==> config.mk <==
export PLATFORM = sky130hd
export DESIGN_NAME = drag_velocity_est
export DESIGN_NICKNAME = d
export VERILOG_FILES = /design/src/rtl/drag_velocity_pkg.sv /design/src/rtl/velocity_history.sv /design/src/rtl/drag_velocity_est.sv
export SDC_FILE = /design/constraint.sdc
export NUM_CORES = 1
export LEC_CHECK = 0
export CORE_UTILIZATION = 55
export DETAILED_ROUTE_END_ITERATION = 10
export PLACE_DENSITY = 0.8
export SLEW_MARGIN = 20
export SYNTH_ARGS = -nofsm -noshare
export SYNTH_HDL_FRONTEND = slang
export SYNTH_SLANG_ARGS = --single-unit
==> constraint.sdc <==
create_clock -name i_clk -period 7 [get_ports i_clk]
set_input_delay 1.4 -clock i_clk [delete_from_list [all_inputs] [get_ports i_clk]]
set_output_delay 1.4 -clock i_clk [all_outputs]
set_load 0.02 [all_outputs]
==> src/rtl/drag_velocity_pkg.sv <==
// Shared types and the output-width reduction helper for drag_velocity_est.
// The VEL_SAT_EN macro selects saturation instead of plain truncation in sat_trunc.
package drag_velocity_pkg;

  typedef enum logic [1:0] {
    IDLE  = 2'd0,
    TRACK = 2'd1,
    PEND  = 2'd2
  } state_e;

  localparam int CALC_MAX_W = 64;

  // Reduces a wide signed value to out_w bits; result is returned sign-extended to 64 bits.
  function automatic logic signed [CALC_MAX_W-1:0] sat_trunc(
    input logic signed [CALC_MAX_W-1:0] value,
    input int                           out_w
  );
`ifdef VEL_SAT_EN
    logic signed [CALC_MAX_W-1:0] hi;
    logic signed [CALC_MAX_W-1:0] lo;
    hi = (64'sd1 <<< (out_w - 1)) - 64'sd1;
    lo = -hi - 64'sd1;
    if (value > hi)      return hi;
    else if (value < lo) return lo;
    else                 return value;
`else
    return (value <<< (CALC_MAX_W - out_w)) >>> (CALC_MAX_W - out_w);
`endif
  endfunction

endpackage

==> src/rtl/velocity_history.sv <==
// DEPTH-deep circular buffer of {x,y} cursor samples with fill tracking and flush.
// Exposes the newest sample and the oldest one still inside the estimation window.
module velocity_history #(
  parameter int W     = 16,
  parameter int DEPTH = 4
) (
  input  logic                     i_clk,
  input  logic                     i_rst_n,
  input  logic                     flush,
  input  logic                     wr_en,
  input  logic [W-1:0]             wr_x,
  input  logic [W-1:0]             wr_y,
  output logic [W-1:0]             newest_x,
  output logic [W-1:0]             newest_y,
  output logic [W-1:0]             oldest_x,
  output logic [W-1:0]             oldest_y,
  output logic [$clog2(DEPTH):0]   fill
);

  localparam int          PW   = $clog2(DEPTH);
  localparam logic [PW:0] FULL = (PW+1)'(DEPTH);

  logic [2*W-1:0] mem [DEPTH];
  logic [PW-1:0]  wr_ptr;
  logic [PW-1:0]  newest_ptr;
  logic [PW-1:0]  oldest_ptr;

  // NOTE: the sample storage has no reset; fill says which entries are meaningful,
  // so reset and flush only need to clear the pointer and fill count.
  always_ff @(posedge i_clk) begin
    if (wr_en && !flush) begin
      mem[wr_ptr] <= {wr_x, wr_y};
    end
  end

  always_ff @(posedge i_clk or negedge i_rst_n) begin
    if (!i_rst_n) begin
      wr_ptr <= '0;
      fill   <= '0;
    end else if (flush) begin
      wr_ptr <= '0;
      fill   <= '0;
    end else if (wr_en) begin
      wr_ptr <= wr_ptr + 1'b1;
      if (fill != FULL) begin
        fill <= fill + 1'b1;
      end
    end
  end

  // Until the buffer is full the first sample sits at slot 0; once full, the slot about
  // to be overwritten is the one DEPTH-1 samples behind the newest.
  assign newest_ptr = wr_ptr - 1'b1;
  assign oldest_ptr = (fill == FULL) ? wr_ptr : '0;

  assign {newest_x, newest_y} = mem[newest_ptr];
  assign {oldest_x, oldest_y} = mem[oldest_ptr];

endmodule

==> src/rtl/drag_velocity_est.sv <==
// Drag/throw velocity estimator: samples the cursor while the button is held and offers
// latched x/y/z launch velocities on release. Define VEL_SAT_EN to saturate outputs.
module drag_velocity_est
  import drag_velocity_pkg::*;
#(
  parameter int W          = 16,
  parameter int OUT_W      = 16,
  parameter int DEPTH      = 4,
  parameter int SAMPLE_DIV = 4,
  parameter int X_SHR      = 0,
  parameter int Y_SHR      = 1,
  parameter int Z_SHL      = 1
) (
  input  logic                    i_clk,
  input  logic                    i_rst_n,
  input  logic                    i_clear,
  input  logic                    i_mouse_left,
  input  logic [W-1:0]            i_mouse_x,
  input  logic [W-1:0]            i_mouse_y,
  output logic signed [OUT_W-1:0] o_x_vel,
  output logic signed [OUT_W-1:0] o_y_vel,
  output logic signed [OUT_W-1:0] o_z_vel,
  output logic                    o_throw_valid,
  input  logic                    i_throw_ack
);

  localparam int          CW       = W + Z_SHL + 2;
  localparam int          PW       = $clog2(DEPTH);
  localparam int          CNT_W    = (SAMPLE_DIV > 1) ? $clog2(SAMPLE_DIV) : 1;
  localparam logic [CNT_W-1:0] CNT_MAX  = CNT_W'(SAMPLE_DIV - 1);
  localparam logic [PW:0]      FILL_MIN = (PW+1)'(2);

  state_e            state;
  logic [CNT_W-1:0]  cnt;
  logic              hist_flush;
  logic              capture;
  logic [W-1:0]      newest_x, newest_y, oldest_x, oldest_y;
  logic [PW:0]       fill;

  logic signed [W:0]       dx, dy;
  logic signed [CW-1:0]    dx_w, dy_w, vx_c, vy_c, vz_c;
  logic signed [OUT_W-1:0] vx_n, vy_n, vz_n;

  // The history is emptied on a clear and whenever a new drag starts.
  assign hist_flush = i_clear || (state == IDLE && i_mouse_left);
  assign capture    = !i_clear && state == TRACK && i_mouse_left && cnt == '0;

  velocity_history #(
    .W     (W),
    .DEPTH (DEPTH)
  ) u_history (
    .i_clk    (i_clk),
    .i_rst_n  (i_rst_n),
    .flush    (hist_flush),
    .wr_en    (capture),
    .wr_x     (i_mouse_x),
    .wr_y     (i_mouse_y),
    .newest_x (newest_x),
    .newest_y (newest_y),
    .oldest_x (oldest_x),
    .oldest_y (oldest_y),
    .fill     (fill)
  );

  always_comb begin
    // NOTE: every variable gets a default before the if, so no latch is inferred.
    dx = '0;
    dy = '0;
    if (fill >= FILL_MIN) begin
      dx = $signed({1'b0, newest_x}) - $signed({1'b0, oldest_x});
      dy = $signed({1'b0, newest_y}) - $signed({1'b0, oldest_y});
    end
  end

  // Widen before shifting so the z left shift cannot overflow ahead of the output reduction.
  assign dx_w = CW'(dx);
  assign dy_w = CW'(dy);
  assign vx_c = dx_w >>> X_SHR;
  assign vy_c = dy_w >>> Y_SHR;
  assign vz_c = dy_w <<< Z_SHL;

  assign vx_n = OUT_W'(sat_trunc(64'(vx_c), OUT_W));
  assign vy_n = OUT_W'(sat_trunc(64'(vy_c), OUT_W));
  assign vz_n = OUT_W'(sat_trunc(64'(vz_c), OUT_W));

  // NOTE: sequential state uses non-blocking assignments so every register samples pre-edge values.
  always_ff @(posedge i_clk or negedge i_rst_n) begin
    if (!i_rst_n) begin
      state         <= IDLE;
      cnt           <= '0;
      o_x_vel       <= '0;
      o_y_vel       <= '0;
      o_z_vel       <= '0;
      o_throw_valid <= 1'b0;
    end else if (i_clear) begin
      state         <= IDLE;
      cnt           <= '0;
      o_x_vel       <= '0;
      o_y_vel       <= '0;
      o_z_vel       <= '0;
      o_throw_valid <= 1'b0;
    end else begin
      case (state)
        IDLE: begin
          if (i_mouse_left) begin
            state <= TRACK;
            cnt   <= '0;
          end
        end

        TRACK: begin
          if (!i_mouse_left) begin
            if (fill >= FILL_MIN) begin
              state         <= PEND;
              o_throw_valid <= 1'b1;
              o_x_vel       <= vx_n;
              o_y_vel       <= vy_n;
              o_z_vel       <= vz_n;
            end else begin
              state   <= IDLE;
              o_x_vel <= '0;
              o_y_vel <= '0;
              o_z_vel <= '0;
            end
          end else begin
            cnt     <= (cnt == CNT_MAX) ? '0 : cnt + 1'b1;
            o_x_vel <= vx_n;
            o_y_vel <= vy_n;
            o_z_vel <= vz_n;
          end
        end

        PEND: begin
          // Button activity is ignored here; only the consumer's ack releases the throw.
          if (i_throw_ack) begin
            state         <= IDLE;
            o_throw_valid <= 1'b0;
            o_x_vel       <= '0;
            o_y_vel       <= '0;
            o_z_vel       <= '0;
          end
        end

        default: begin
          state         <= IDLE;
          o_throw_valid <= 1'b0;
        end
      endcase
    end
  end

endmodule
==> results.sh, run 1 <==
export IMPL_status="complete, no violations"
export IMPL_synth_cell_area_um2=8872
export IMPL_antenna_found_initial=0
export IMPL_hold_path_class="flop to flop"
export IMPL_gp_congestion=0.8686
export IMPL_cp_num_buf_inv=2
export IMPL_min_period_ps=4580
export IMPL_clock_sinks=171
export IMPL_nets=863
export IMPL_fin_skew_ps=6.306
export IMPL_hold_depth=2
export IMPL_synth_top_area_cell="edfxtp_1"
export IMPL_ios=86
export IMPL_gr_usage_all_layers_pct=28.07
export IMPL_fin_setup_tns_ps=0
export IMPL_clk_latency_ps=420
export IMPL_cts_root_buf="clkbuf_16"
export IMPL_design_power_total_mw=2.272
export IMPL_grt_first_pass_wirelength_mm=34.31
export IMPL_cts_setup_buffers=0
export IMPL_cts_buffers=17
export IMPL_multi_input_area_um2=3577
export IMPL_hpwlAfterDp_mm=14.44
export IMPL_route_detailed_drc=0
export IMPL_worstSetupPathType="flop to flop"
export IMPL_firstDrtPassIters=5
export IMPL_maxSlewViolCount=0
export IMPL_synth_edf_count=128
export IMPL_cts_hold_buffers_added=0
export IMPL_setup_worst_path_start_class="flop"
export IMPL_cpMaxStageDelayCell="nand3_2"
export IMPL_ys_warn_count=0
export IMPL_fp_dieW_um=129.0
export IMPL_nFillCells=1132
export IMPL_postCtsResizedCells=0
export IMPL_rsz0062_at_grt="false"
export IMPL_vias=6449
export IMPL_rows=46
export IMPL_required_ps=7280
export IMPL_crit_chain="buf_4 -> nand3_2 -> mux2i_1 -> o21ai_0 -> ha_1 -> inv_1 -> fa_1 -> a21oi_1 -> o211ai_1 -> o21ai_1 -> o21ai_1 -> xnor2_1 -> o21ai_0"
export IMPL_cts_clk_slew_worst_paths_ps=70
export IMPL_grt_remaining_overflow=0
export IMPL_critPathMaxStageDelay_ps=890
export IMPL_fin_crit_sh_pct=65.43
export IMPL_reg2reg_from="u_history.wr_ptr[0]"
export IMPL_fmax_ghz=0.2184
export IMPL_h_tree_depth=4
export IMPL_holdCritStartpoint="o_x_vel[15]"
export IMPL_yosysSeqAreaShare_pct=55.45
export IMPL_cts_max_path_buffers=2
export IMPL_first_global_vias=6392
export IMPL_avgViaCountPerCell=6.366
export IMPL_ys_types=59
export IMPL_grt_max_degree=44
export IMPL_routed_wl_mm=22.06
export IMPL_setup_viol=0
export IMPL_start_util_pct=56.06
export IMPL_crit_start="u_history.wr_ptr[0]"
export IMPL_routedWlPerCell_um=21.77
export IMPL_arrival_ps=4860
export IMPL_synth_top_area_share_pct=43.32
export IMPL_synth_ff_type="edfxtp_1"
export IMPL_regArea_um2=4921
export IMPL_p_per_area_nw_per_um2=218.3
export IMPL_postSynthCellCount=724
export IMPL_synth_seq_cells=171
export IMPL_path_max_fanout=38
export IMPL_port_buffers=84
export IMPL_postRouteAntennaNets=0
export IMPL_slew_headroom_pct=25.80
export IMPL_postSynthAreaPerCell_um2=12.25
export IMPL_worst_r2r_path_depth=13
export IMPL_die_y_um=129.0
export IMPL_p_leak_nw=3.880
export IMPL_end_kind="flop"
export IMPL_tightestPinTransition_ps=1104
export IMPL_drt_iter0_markers=813
export IMPL_antennaDiodeCount=0
export IMPL_die_area_um2=16640
export IMPL_synth_fp_nets=803
export IMPL_peakVddDrop_mv=0.1684
export IMPL_async_reset_ff_share_pct=25.15
export IMPL_path_delay_family="compound AO/OA/AOI/OAI gates"
export IMPL_area_delta_synth_final_pct=17.30
export IMPL_maxCapViolations=0
export IMPL_synth_area_leaders="edfxtp_1 (43%), dfrtp_1 (12%), mux4_2 (8.1%), nand2_1 (5.8%), ha_1 (5.6%)"
export IMPL_core_um2=15830
export IMPL_cts_tree="built"
export IMPL_hold_viol_final=0
export IMPL_worst_path_stages=13
export IMPL_drive_gt1_share_pct=10.92
## layout make-up
class,instances,area share [%]
Sequential cell,171,47.28
Tap cell,216,2.597
Timing Repair Buffer,96,8.920
Clock buffer,18,4.124
Inverter,24,0.8656
Multi-Input combinational cell,474,34.37
Clock inverter,14,1.839
## final timing paths
| check | slack, ps | endpoint |
|---|---|---|
| worst max-delay path | 2420 | o_y_vel[11] |
| worst min-delay path | 490 | o_x_vel[15] |
| worst max register to register | 2420 | o_y_vel[11] |
| worst min register to register | 490 | o_x_vel[15] |
| max in group asynchronous | 5600 | u_history.wr_ptr[0] |
| min in group asynchronous | 990 | o_y_vel[5] |
## metrics by stage
step,setup slack (ps),hold slack [ps],instances,utilization (%),area (um2)
after floorplan,3527,514.2,724,-,8872
after global placement,2583,464.9,981,61.82,9784
after detailed placement,2432,478.4,981,61.82,9784
after CTS,2408,493.0,1013,65.74,10410
after global routing,2118,523.0,1013,65.75,10410
final,2420,488.2,1013,65.75,10410
## cell families (layout without fill, tap and decap cells)
family / Yosys count / in the layout / share of synthesized area [%]
xor+xnor: 27 / 27 / 2.665
simple gates: 206 / 206 / 9.985
compound gates: 160 / 160 / 12.55
other cells: 1 / 1 / 0.04227
fa+ha+maj: 42 / 42 / 6.092
flops: 171 / 171 / 55.45
buf+inv: 79 / 152 / 4.400
mux: 38 / 38 / 8.814
## worst reg2reg max path: cells and delay by family, from the launching register on
| family | cells | cell delay [ps] |
|---|---|---|
| AND/OR/NAND/NOR | 1 | 900 |
| AO/OA/AOI/OAI | 6 | 1230 |
| XOR/XNOR | 1 | 280 |
| adder cells (fa/ha/maj) | 2 | 660 |
| buffers and inverters | 2 | 680 |
| flip-flops | 1 | 350 |
| multiplexers | 1 | 340 |
## cells in the final DEF, fill, tap and decap left out, types with 4 or more instances in the layout
| master | n |
|---|---|
| a222oi_1 | 27 |
| o21bai_1 | 7 |
| nand4_1 | 7 |
| dfrtp_1 | 42 |
| a22o_1 | 5 |
| inv_1 | 24 |
| nand3_1 | 6 |
| buf_4 | 13 |
| edfxtp_1 | 128 |
| o21ai_0 | 42 |
| o211ai_1 | 4 |
| nor2_1 | 22 |
| nor2_2 | 4 |
| ha_1 | 40 |
| bufinv_16 | 4 |
| a21o_1 | 9 |
| xor2_1 | 6 |
| nor3_1 | 7 |
| mux4_2 | 32 |
| and2_1 | 5 |
| xnor2_1 | 21 |
| a21oi_1 | 36 |
| inv_6 | 5 |
| nand2_1 | 138 |
| clkbuf_16 | 17 |
| o21a_1 | 4 |
| mux2i_1 | 5 |
| clkdlybuf4s50_1 | 83 |
## metal layers
layer,GRT usage [%],routed length [um],up-vias
li1,-,-,2837
met5,0,0,-
met1,37.72,9027,3201
met3,5.656,2058,32
met2,45.28,10540,379
met4,11.14,434,0
## synth_stat cells (3+ instances only)
cell / number
a21o_1: 9
a21oi_1: 36
a222oi_1: 27
a22o_1: 5
a31oi_1: 3
and2_1: 5
buf_2: 15
buf_4: 16
clkbuf_1: 20
dfrtp_1: 43
edfxtp_1: 128
ha_1: 40
inv_1: 24
mux2i_1: 5
mux4_2: 32
nand2_1: 138
nand2b_1: 3
nand3_1: 7
nand4_1: 7
nor2_1: 26
nor3_1: 7
o211ai_1: 4
o21a_1: 4
o21ai_0: 42
o21ai_1: 3
o21bai_1: 7
o31ai_1: 3
xnor2_1: 21
xor2_1: 6
## where the power goes
group | internal [mW] | total [mW] | switching [mW] | leakage [nW]
clock | 0.601 | 0.991 | 0.390 | 0.307
combinational | 0.0772 | 0.182 | 0.104 | 1.82
sequential | 1.10 | 1.10 | 0.00313 | 1.75
total | 1.77 | 2.27 | 0.498 | 3.88
## registers in the layout (all words and copies together) (netlist names)
register          cells
o_y_vel              16
u_history.mem       128
u_history.fill        3
o_z_vel               1
u_history.wr_ptr      2
o_x_vel              16
state                 2
o_throw_valid         1
cnt                   2
Power figures use the tool's default switching activity.
==> run 2, diff against run 1 <==
- clock period: 7 -> 4.4 ns (I/O delays scaled with it)
==> run 2 against run 1 <==
  * Non-clock buffer count grew 6
  * Critical endpoint is now o_x_vel[8]
  * Largest cell class unchanged
  * First-iteration DRC count grew 12%
  * Die area unchanged
==> results.sh, run 2 (synthesis results as in run 1) <==
export IMPL_status="complete, no violations"
export IMPL_cts_setup_buffers=0
export IMPL_postRouteAntennaNets=0
export IMPL_fin_setup_tns_ps=0
export IMPL_critPathCapture="o_x_vel[8]"
export IMPL_arrival_ps=4220
export IMPL_gp_congestion=0.8711
export IMPL_firstDrtPassIters=5
export IMPL_slew_headroom_pct=36.41
export IMPL_path_max_fanout=17
export IMPL_die_area_um2=16640
export IMPL_clock_sinks=171
export IMPL_final_cell_mix="nand2_1 (138), edfxtp_1 (128), clkdlybuf4s50_1 (83)"
export IMPL_fp_dieW_um=129.0
export IMPL_cts_root_buf="clkbuf_16"
export IMPL_routed_wl_mm=21.77
export IMPL_drive_gt1_share_pct=11.11
export IMPL_placed_cells=987
export IMPL_holdWs_ps=450.2
export IMPL_r2r_slack_ps=490
export IMPL_grt_first_pass_wirelength_mm=33.92
export IMPL_fin_skew_ps=8.443
export IMPL_avgViaCountPerCell=6.250
export IMPL_first_global_vias=6206
export IMPL_final_core_util_pct=66.07
export IMPL_drt_iter0_markers=911
export IMPL_nets=869
export IMPL_area_delta_synth_final_pct=17.87
export IMPL_fin_crit_sh_pct=88.90
export IMPL_antennaDiodeCount=0
export IMPL_grt_remaining_overflow=0
export IMPL_min_period_ps=3912
export IMPL_ios=86
export IMPL_cts_buffers=17
export IMPL_largest_register_ffs=128
export IMPL_antenna_found_initial=0
export IMPL_port_buffers=84
export IMPL_maxCapViolations=0
export IMPL_r2r_end="o_x_vel[8]"
export IMPL_fin_cells=1017
export IMPL_peakVddDrop_mv=0.3198
export IMPL_cts_clk_slew_worst_paths_ps=60
export IMPL_hpwlAfterDp_mm=14.89
export IMPL_hold_path_class="input port to asynchronous set/reset pin"
export IMPL_p_leak_nw=3.886
export IMPL_setup_viol=0
export IMPL_p_per_area_nw_per_um2=336.3
export IMPL_gr_usage_all_layers_pct=27.66
export IMPL_start_util_pct=56.06
export IMPL_top_register="u_history.mem"
export IMPL_die_y_um=129.0
export IMPL_worstSetupPathType="flop to flop"
export IMPL_route_detailed_drc=0
export IMPL_core_um2=15830
export IMPL_nFillCells=1132
export IMPL_tightestPinTransition_ps=946.6
export IMPL_h_tree_depth=4
export IMPL_cts_tree="built"
export IMPL_reg2reg_from="u_history.wr_ptr[0]"
export IMPL_maxSlewViolCount=0
export IMPL_rsz0062_at_grt="false"
export IMPL_required_ps=4700
export IMPL_postCtsResizedCells=0
export IMPL_crit_start="u_history.wr_ptr[0]"
export IMPL_clk_latency_ps=430
export IMPL_worst_r2r_path_depth=14
export IMPL_end_kind="flop"
export IMPL_setup_worst_path_start_class="flop"
export IMPL_cts_hold_buffers_added=0
export IMPL_largestRegisters="u_history.mem x128, o_x_vel x16, o_y_vel x16"
export IMPL_rows=46
export IMPL_cts_max_path_buffers=2
export IMPL_layout_commonest_cell="nand2_1"
export IMPL_vias=6356
export IMPL_design_power_total_mw=3.517
export IMPL_grt_max_degree=44
export IMPL_routedWlPerCell_um=21.41
export IMPL_fmax_ghz=0.2556
export IMPL_hold_viol_final=0
## run 2: cell count changes in the layout (fill, tap and decap cells not counted)
cell and change:
nand3_1 +1, buf_12 +4, clkinvlp_4 +3, bufinv_16 -1, clkinv_2 -2, clkinv_4 +2
nand3_2 -1, inv_6 -5, buf_4 +2, clkinv_1 +1
## run 2: critical path, cell delays in order (launching register included)
cell and delay [ps]:
dfrtp_2 580, inv_1 190, ha_1 370, buf_4 310
mux4_2 340, inv_1 90, ha_1 160, inv_1 60
fa_1 400, a21o_1 190, a21o_1 220, a211oi_2 340
o21ai_0 240, xnor2_1 210, o21ai_0 90
## run 2: how the worst min path moves through the flow
stage                           start           to
after floorplan                cnt[1]       cnt[1]
after global placement    o_x_vel[11]  o_x_vel[11]
after detailed placement   o_x_vel[7]   o_x_vel[7]
after CTS                 o_x_vel[11]  o_x_vel[11]
after global routing          i_rst_n   o_y_vel[2]
final                         i_rst_n  o_y_vel[12]
## run 2: power by group
part           switching, mW  internal [mW]  leakage [nW]  total (mW)
combinational          0.160          0.124          1.86       0.285
clock                  0.598          0.882         0.273        1.48
sequential           0.00710           1.75          1.75        1.75
total                  0.765           2.75          3.89        3.52
## run 2: cell type report
| cell class | count | area, um2 | share of cell area (%) |
|---|---|---|---|
| repair buffers | 102 | 1023 | 9.787 |
| clock buffers | 18 | 429.2 | 4.104 |
| clock inverters | 12 | 151.4 | 1.448 |
| multi-input cells | 474 | 3572 | 34.16 |
| inverters | 24 | 90.09 | 0.8615 |
| flip-flops and latches | 171 | 4921 | 47.06 |
| well taps | 216 | 270.3 | 2.584 |
## run 2: layer usage
layer  routed length [um]  part of all wire [%]  GRT usage [%]
met1                 9176                    42          39.00
met5                    0                     0              0
met4                  345                   1.6          8.927
met2                10310                    47          43.78
met3                 1942                   8.9          5.161
## run 2: through the flow
step                instance area, um2  setup WS [ps]
floorplan                         8872          927.0
detailed placement                9874          485.5
finish                           10460          488.2
CTS                              10460          503.3
global route                     10460          194.7
global placement                  9874          652.6
